==> src/rtl/tdm_mux8to1.sv <==
// tdm_mux8to1: 8-channel TDM transmitter. Captures an 8-bit channel word and
// sends it one bit per slot with the slot index, so a 1-to-8 demux can route
// each bit back to its channel.
//
// Handshake: a bit is transferred on a rising edge where valid=1 and ready=1.
// While valid=1 and ready=0, Y/sel/valid/sof hold unchanged with no timeout.
module tdm_mux8to1 #(
    parameter bit CONTINUOUS   = 1'b0,
    parameter bit SOF_ON_SLOT0 = 1'b1
) (
    input  logic       clk,
    input  logic       rst_n,
    input  logic       start,
    input  logic       stop,
    input  logic [7:0] D,
    input  logic       ready,
    output logic       Y,
    output logic [2:0] sel,
    output logic       valid,
    output logic       sof,
    output logic       busy,
    output logic       done,
    output logic       dbg_state
);

    typedef enum logic {
        ST_IDLE = 1'b0,
        ST_SEND = 1'b1
    } state_t;

    state_t     r_state;
    logic [7:0] r_shadow;
    logic [2:0] r_slot;
    logic       r_y;
    logic       r_valid;
    logic       r_sof;
    logic       r_busy;
    logic       r_done;

    state_t     w_state;
    logic [7:0] w_shadow;
    logic [2:0] w_slot;
    logic [2:0] w_slot_inc;
    logic       w_y;
    logic       w_valid;
    logic       w_sof;
    logic       w_busy;
    logic       w_done;

    assign w_slot_inc = r_slot + 3'd1;

    // Next-state and next-output logic; every output is registered below.
    always_comb begin
        w_state  = r_state;
        w_shadow = r_shadow;
        w_slot   = r_slot;
        w_y      = r_y;
        w_valid  = r_valid;
        w_sof    = r_sof;
        w_busy   = r_busy;
        w_done   = 1'b0;
        case (r_state)
            ST_IDLE: begin
                if (start) begin
                    w_state  = ST_SEND;
                    w_shadow = D;
                    w_slot   = 3'd0;
                    w_y      = D[0];
                    w_valid  = 1'b1;
                    w_sof    = SOF_ON_SLOT0;
                    w_busy   = 1'b1;
                end
            end
            ST_SEND: begin
                if (r_valid && ready) begin
                    if (r_slot != 3'd7) begin
                        w_slot = w_slot_inc;
                        w_y    = r_shadow[w_slot_inc];
                        w_sof  = 1'b0;
                    end else begin
                        w_done = 1'b1;
                        if (CONTINUOUS && !stop) begin
                            // Back-to-back frame: recapture on the same edge, no gap.
                            w_shadow = D;
                            w_slot   = 3'd0;
                            w_y      = D[0];
                            w_sof    = SOF_ON_SLOT0;
                        end else begin
                            w_state = ST_IDLE;
                            w_slot  = 3'd0;
                            w_y     = 1'b0;
                            w_valid = 1'b0;
                            w_sof   = 1'b0;
                            w_busy  = 1'b0;
                        end
                    end
                end
            end
            default: begin
                w_state = ST_IDLE;
            end
        endcase
    end

    // State and output registers with asynchronous reset.
    always_ff @(posedge clk or negedge rst_n) begin
        if (!rst_n) begin
            r_state  <= ST_IDLE;
            r_shadow <= 8'd0;
            r_slot   <= 3'd0;
            r_y      <= 1'b0;
            r_valid  <= 1'b0;
            r_sof    <= 1'b0;
            r_busy   <= 1'b0;
            r_done   <= 1'b0;
        end else begin
            r_state  <= w_state;
            r_shadow <= w_shadow;
            r_slot   <= w_slot;
            r_y      <= w_y;
            r_valid  <= w_valid;
            r_sof    <= w_sof;
            r_busy   <= w_busy;
            r_done   <= w_done;
        end
    end

    assign Y         = r_y;
    assign sel       = r_slot;
    assign valid     = r_valid;
    assign sof       = r_sof;
    assign busy      = r_busy;
    assign done      = r_done;
    assign dbg_state = r_state;

endmodule

==> config.mk <==
export PLATFORM = sky130hd
export DESIGN_NAME = tdm_mux8to1
export DESIGN_NICKNAME = d
export VERILOG_FILES = /design/src/rtl/tdm_mux8to1.sv
export SDC_FILE = /design/constraint.sdc
export NUM_CORES = 1
export LEC_CHECK = 0
export ABC_CLOCK_PERIOD_IN_PS = 2000
export CORE_MARGIN = 2
export CORE_UTILIZATION = 45
export CTS_CLUSTER_SIZE = 20
export DETAILED_ROUTE_END_ITERATION = 7
export PLACE_DENSITY = 0.76
export SYNTH_ARGS = -nofsm -noshare
export SYNTH_HDL_FRONTEND = slang
export SYNTH_SLANG_ARGS = --single-unit
==> constraint.sdc <==
create_clock -name clk -period 2 [get_ports clk]
set_clock_uncertainty 0.2 [all_clocks]
set_input_delay 0.2 -clock clk [delete_from_list [all_inputs] [get_ports clk]]
set_output_delay 0.2 -clock clk [all_outputs]
set_load 0.02 [all_outputs]
* Word-level counts from Yosys, hierarchy flattened
Index checks and enable logic that the tools add are counted.
Word-level totals: flip-flop bits (word level) 16
Cells by class: add/sub/neg operators 1, order comparisons 1, equality and inequality tests 4, mux-type cells 23, bitwise gates (word level) 1, reduce and logical (&&, ||, !) cells 4
Operator list (count):
- 1-bit two-way mux | 14
- 3-bit two-way mux | 3
- 1-bit case mux with 2 select lines | 4
- 3-bit case mux with 2 select lines | 1
- 3-bit by 4-bit less-than comparator with 1-bit output, second input constant | 1
- 2-bit inequality test, second input constant | 2
- 2-bit AND reduction | 2
- 3-bit by 1-bit adder with 3-bit output, second input constant | 1
- 1-bit binary-select mux with 3-bit select | 1
- 3-bit inequality test, second input constant | 1
- 3-bit AND reduction | 1
- 2-bit by 1-bit inequality test with 1-bit output, second input constant | 1
- 1-bit logical AND | 1
- 1-bit inverter | 1

* Depth between registers and ports, before layout
Gate-level depths: netlist of the first run.
depth after elaboration 6, depth in mapped cells 5, depth with buffers taken out 5

* Worst setup path before layout of the first run
No wires, ideal clock.
path type register -> register, start point reg r_slot[0] (netlist: sel[0]), end point reg r_y (netlist: Y), arrival time 1389 ps, slack 292 ps, cell stages (with the launch flop) 5, buffers on the path 1, path through dfrtp_1 buf_6 mux4_2 nand2b_1 a31o_1
Between the ends: cells in the longest elaborated chain, start to end 6, elaborated cells on any way between the ends 7
Ends and longest elaborated chain:
- start: declaration | RTL line 33 | logic [2:0] r_slot;
- start signal: assignment | RTL line 119 | r_slot <= w_slot;
- 3-bit by 1-bit adder with 3-bit output | RTL line 50 | assign w_slot_inc = r_slot + 3'd1;
- 1-bit binary-select mux with 3-bit select | RTL line 78 | w_y = r_shadow[w_slot_inc];
- 1-bit two-way mux (not written as such) | RTL line 78
- 1-bit two-way mux (*) | RTL line 76 | if (r_slot != 3'd7) begin
- 1-bit two-way mux (*) | RTL line 75 | if (r_valid && ready) begin
- 1-bit case mux with 2 select lines (*) | RTL line 62 | case (r_state)
- end signal: assignment | RTL line 120 | r_y <= w_y;
- end: declaration | RTL line 34 | logic r_y;
Every way passes the cells marked *; elsewhere a longest branch is shown, timed or not. The select of a mux whose other input is x is not followed. A chain may end at the register's enable or synchronous reset.

* Worst setup path in the final report of the first run
start point reg r_slot[0] (netlist: sel[0]), end point out sel[0]
RTL lines:
- end: declaration | RTL line 18 | output logic [2:0] sel,
No word-level cell between the ends.

==> impl_metrics.json, run 1 <==
{
  "fin_cells": 119,
  "ys_types": 21,
  "place_area_sq_um": 985,
  "layout-drive-gt1-share_pct": 7.77,
  "hold_buffers": 0,
  "startpoint_type": "register",
  "yosys-top-cells-area": "dfrtp_1 (52%), nand2_1 (14%), mux2i_1 (5.2%)",
  "hp-class": "in2async",
  "tightest_slew_ns": 0.375,
  "synth-async-reset-ratio_pct": 100,
  "clockBufferDepth": 2,
  "gp_congestion": 0.794,
  "cts_tree": "built",
  "clk_latency_ns": 0.29,
  "synth_area_leader_cell": "dfrtp_1",
  "antenna_cells": 0,
  "rows": 14,
  "required_ns": 1.60,
  "slew_headroom_pct": 75.0,
  "fin_setup_tns_ns": 0,
  "worst_setup_path_end_kind": "output pin",
  "start_util_pct": 49.5,
  "ioPinCount": 22,
  "power.internal_mw": 0.959,
  "die_h_microns": 45.4,
  "gr-usage-met3_pct": 4.76,
  "reg2reg_slack_ns": 0.25,
  "design_area_sq_um": 1020,
  "root_buffer": "clkbuf_4",
  "synth-seq-cells": 16,
  "outcome": "completed",
  "synthToLayoutAreaGrowth_pct": 32.3,
  "crit_type": "reg2out",
  "syn_inst": 81,
  "slew_viol_final": 0,
  "fp.dieW_microns": 45.4,
  "switching_share_pct": 37.6,
  "leakage_nw": 0.501,
  "post-route-drc-count": 0,
  "antenna_found_initial": 0,
  "cellPowerDensity_nw_per_um2": 1510,
  "synth_area_sq_um": 772,
  "ys.warnings.count": 0,
  "synth-main-ff-cell": "dfrtp_1",
  "rsz0062_at_grt": "false",
  "grtUsageMet1_pct": 22.0,
  "cts_made_buffers": 3,
  "clock_sinks": 16,
  "fin_crit_ns": 1.88,
  "cap_viol_max_count": 0,
  "grt_first_pass_wirelength_mm": 2.48,
  "setup_viol": 0,
  "core_sq_um": 1560,
  "worstPathArrival_ns": 1.48,
  "clock_power_share_pct": 14.2,
  "power.total_mw": 1.54,
  "grt_pass1_vias": 564,
  "ir_drop_mv": 0.712,
  "synthesis.nets": 97,
  "die_area_sq_um": 2060,
  "antenna_left": 0,
  "preCtsSetupSlack_ns": 0.287,
  "worstPathMaxFanout": 5,
  "final_nets": 120,
  "setup_ws_ns": 0.121,
  "grt_overflow": 0,
  "cts_htree_levels": 1,
  "combPwrFrac_pct": 48.3,
  "vias": 635,
  "syn_area_per_cell_sq_um": 9.53,
  "fmax_ghz": 0.532,
  "dp.cells": 115,
  "yosysSeqAreaShare_pct": 51.9,
  "cts_setup_buffers": 0,
  "grt-busiest-layer": "met2",
  "p_seq_share_pct": 37.5,
  "synth-edff-count": 0,
  "grt_util_all_layers_pct": 17.6,
  "clk_pin_slew_worst_paths_ns": 0.10,
  "drt_iter0_drc": 22,
  "grt_start_max_net_pins": 17,
  "fin_crit_sh_pct": 94.0,
  "synth_top_area_share_pct": 51.9,
  "hold_viol_final": 0,
  "met2_usage_pct": 27.9,
  "post_cts_resized": 0,
  "wl_mm": 1.50,
  "p_sw_mw": 0.578,
  "fin_hold_ws_ns": 0.0164,
  "routed_via_density": 5.34,
  "fin_util_pct": 65.5,
  "io_buffers": 20,
  "detail_route.wl_per_cell_microns": 12.6,
  "drt-pass1-iter-count": 4
}
## worst paths after layout
check                                         from                      end  cells past startpoint
max                             sel[0]$_DFFE_PN0P_                   sel[0]                      2
min                                          rst_n           done$_DFF_PN0_                      2
max reg2reg                     sel[0]$_DFFE_PN0P_            Y$_DFFE_PN0P_                      4
min reg2reg                r_shadow[1]$_DFFE_PN0P_  r_shadow[1]$_DFFE_PN0P_                      2
max in group asynchronous                    rst_n  r_shadow[7]$_DFFE_PN0P_                      2
min in group clk                              D[4]  r_shadow[4]$_DFFE_PN0P_                      3
## registers in the layout, indices dropped and copies added (netlist names)
name and flops:
Y 1, busy 1, dbg_state 1, done 1
r_shadow 8, sel 3, sof 1
## layout by cell type, fill, tap and decap left out
master,n
inv_1,1
buf_4,3
nor2b_1,2
ha_1,3
nand2b_1,2
a31o_1,1
nand3b_1,1
clkbuf_8,1
o22ai_1,2
nand3_1,3
clkdlybuf4s50_1,20
nand2_1,29
dfrtp_1,16
a21o_1,1
mux2i_1,4
a211oi_1,1
and2_1,2
o31ai_1,1
nor2_1,5
clkbuf_4,3
and3_1,1
mux4_2,1
## Yosys cell counts (all sizes together) (2+ instances only)
library cell  instances
and2                  2
buf                   2
clkbuf                3
dfrtp                16
ha                    3
mux2i                 4
nand2                29
nand2b                2
nand3                 3
nor2                  5
nor2b                 2
o22ai                 2
## power groups by stage
stage	sequential (mW)	combinational, mW	clock, mW
after floorplan	0.630	0.443	0
after global placement	0.578	0.712	0
after detailed placement	0.584	0.736	0
after CTS	0.579	0.751	0.219
after global routing	0.601	0.813	0.233
final	0.577	0.742	0.218
## worst max-delay path: stages (launching register included)
cell and delay (ns):
dfrtp_1 0.42, buf_4 0.17, clkdlybuf4s50_1 0.60
## area by class of cell
class	count	area, sq um
tap	16	20.0
clock buffer	4	36.3
multi-input combinational	59	338
fill	130	538
timing repair buffer	23	223
sequential	16	400
inverter	1	3.75
## kinds of logic after synthesis
group                    Yosys count  share of synthesized area, %
AND/OR/NAND/NOR                   45                          25.1
flip-flops                        16                          51.9
AO/OA/AOI/OAI                      6                          5.67
buffers and inverters              6                          4.38
multiplexers                       5                          8.10
adder cells (fa/ha/maj)            3                          4.86
## routing by layer
layer	up-vias	part of all wire [%]
li1	306	-
met2	22	48
met3	5	4.6
met1	302	44
met5	-	0
met4	0	2.7
(Power assumes the default switching activity.)
==> run 2, diff against run 1 <==
Settings changed: CELL_PAD_IN_SITES_DETAIL_PLACEMENT from default to 1, CELL_PAD_IN_SITES_GLOBAL_PLACEMENT from default to 1, CORE_ASPECT_RATIO from default to 0.7, CORE_MARGIN 2 to 10, CORE_UTILIZATION 45 to 34, HOLD_SLACK_MARGIN from default to 0.02, PLACE_DENSITY 0.76 to default, PLACE_DENSITY_LB_ADDON from default to 0.1.
==> run 2 against run 1 <==
Against the previous run:
- sequential share of layout area down 1.0 points
- non-clock buffer count grew 1
- via count fell by 1.6%
- power rose by 1.2%
- global-route usage down 8.7 points
- critical path depth is the same
- wire length is 31% higher
- clock-buffer cell count stayed put
- sequential power grew 2%
- critical path type unchanged
- critical endpoint unchanged
- highest routed layer unchanged
==> impl_metrics.json, run 2 (synthesis results as in run 1) <==
{
  "outcome": "completed",
  "detail_route.wl_per_cell_microns": 14.4,
  "worstPathMaxFanout": 4,
  "routed_via_density": 4.60,
  "die_area_sq_um": 4610,
  "fin_setup_tns_ns": 0,
  "slew_viol_final": 0,
  "drt-pass1-iter-count": 4,
  "worst_setup_path_end_kind": "output pin",
  "regMostFlops": "r_shadow",
  "drt_iter0_drc": 12,
  "final_common_cell": "nand2_1",
  "design_area_sq_um": 1050,
  "cts_tree": "built",
  "worstRegToRegCells": 4,
  "leakage_nw": 0.506,
  "vias": 625,
  "p_seq_share_pct": 38.0,
  "hold_viol_final": 0,
  "cts_htree_levels": 1,
  "die_h_microns": 59.9,
  "grt_pass1_vias": 686,
  "clockBufferDepth": 2,
  "post_cts_resized": 0,
  "grt_start_max_net_pins": 17,
  "layout-drive-gt1-share_pct": 8.65,
  "core_sq_um": 2150,
  "hp-class": "in2async",
  "detailed_place_hpwl_mm": 1.54,
  "antenna_left": 0,
  "clk_pin_slew_worst_paths_ns": 0.10,
  "clock_sinks": 16,
  "rsz0062_at_grt": "false",
  "post-route-drc-count": 0,
  "fin_crit_ns": 1.94,
  "cellPowerDensity_nw_per_um2": 1480,
  "hold_buffers": 0,
  "io_buffers": 20,
  "largest_reg_flops": 8,
  "gp_congestion": 0.748,
  "worstPathArrival_ns": 1.54,
  "start_util_pct": 35.8,
  "fp.dieW_microns": 77.0,
  "ioPinCount": 22,
  "place_area_sq_um": 1010,
  "clk_latency_ns": 0.29,
  "switching_share_pct": 38.3,
  "required_ns": 1.60,
  "antenna_cells": 0,
  "reg2reg_slack_ns": 0.22,
  "mostFrequentLayoutCells": "nand2_1 (29), clkdlybuf4s50_1 (20), dfrtp_1 (16), nor2_1 (5)",
  "tightest_slew_ns": 0.418,
  "antenna_found_initial": 0,
  "combPwrFrac_pct": 47.8,
  "root_buffer": "clkbuf_4",
  "grt_util_all_layers_pct": 8.90,
  "cts_setup_buffers": 0,
  "rows": 14,
  "ir_drop_mv": 0.648,
  "power.total_mw": 1.56,
  "slew_headroom_pct": 72.1,
  "r2r_end": "Y$_DFFE_PN0P_",
  "r2r-start": "sel[0]$_DFFE_PN0P_",
  "setup_viol": 0,
  "grt_overflow": 0,
  "cts_made_buffers": 3,
  "grt_first_pass_wirelength_mm": 3.25,
  "fin_crit_sh_pct": 97.1,
  "p_sw_mw": 0.595,
  "final_nets": 121,
  "crit_type": "reg2out",
  "fmax_ghz": 0.515,
  "clock_power_share_pct": 14.2,
  "power.internal_mw": 0.960,
  "fin_hold_ws_ns": 0.0150,
  "startpoint_type": "register",
  "synthToLayoutAreaGrowth_pct": 35.8,
  "cap_viol_max_count": 0,
  "fin_util_pct": 48.7,
  "wl_mm": 1.97
}
==> run 2: how the worst max path moves through the flow <==
stage                        from            end  slack [ns]  cells after the start
6_report       sel[0]$_DFFE_PN0P_         sel[0]        0.06                      2
5_1_grt        sel[0]$_DFFE_PN0P_         sel[0]        0.01                      2
4_1_cts        sel[0]$_DFFE_PN0P_         sel[0]        0.04                      2
3_5_place_dp   sel[0]$_DFFE_PN0P_  Y$_DFFE_PN0P_        0.22                      4
3_3_place_gp   sel[0]$_DFFE_PN0P_  Y$_DFFE_PN0P_        0.26                      4
2_1_floorplan  sel[0]$_DFFE_PN0P_  Y$_DFFE_PN0P_        0.29                      4
==> run 2: power groups by stage <==
stage,Combinational [mW],Clock [mW],Sequential (mW)
finish,0.744,0.221,0.591
floorplan,0.443,0,0.630
detailed placement,0.757,0,0.598
global route,0.829,0.249,0.610
CTS,0.759,0.229,0.592
global placement,0.735,0,0.586
==> run 2: final cells by class <==
| class | count | area [sq um] |
|---|---|---|
| clock buffers | 4 | 36.3 |
| fillers | 256 | 1110 |
| inverters | 1 | 3.75 |
| multi-input cells | 59 | 338 |
| flip-flops and latches | 16 | 400 |
| well taps | 32 | 40.0 |
| repair buffers | 24 | 230 |
==> run 2: stage by stage <==
step	worst slack, ns	cells
global placement	0.265	132
finish	0.0587	136
detailed placement	0.223	132
floorplan	0.292	81
CTS	0.0432	136
global route	0.00954	136
==> run 2: critical path, cell delays in order (launching register included) <==
cell and delay [ns]:
dfrtp_1 0.47, buf_4 0.17, clkdlybuf4s50_1 0.60
==> run 2: layer usage <==
metal  GRT usage (%)  wire (microns)  part of all wire [%]
met1            10.6             958                    49
met2            14.7             903                    46
met3            4.04              89                   4.5
met4            1.58              13                  0.66
met5               0               0                     0
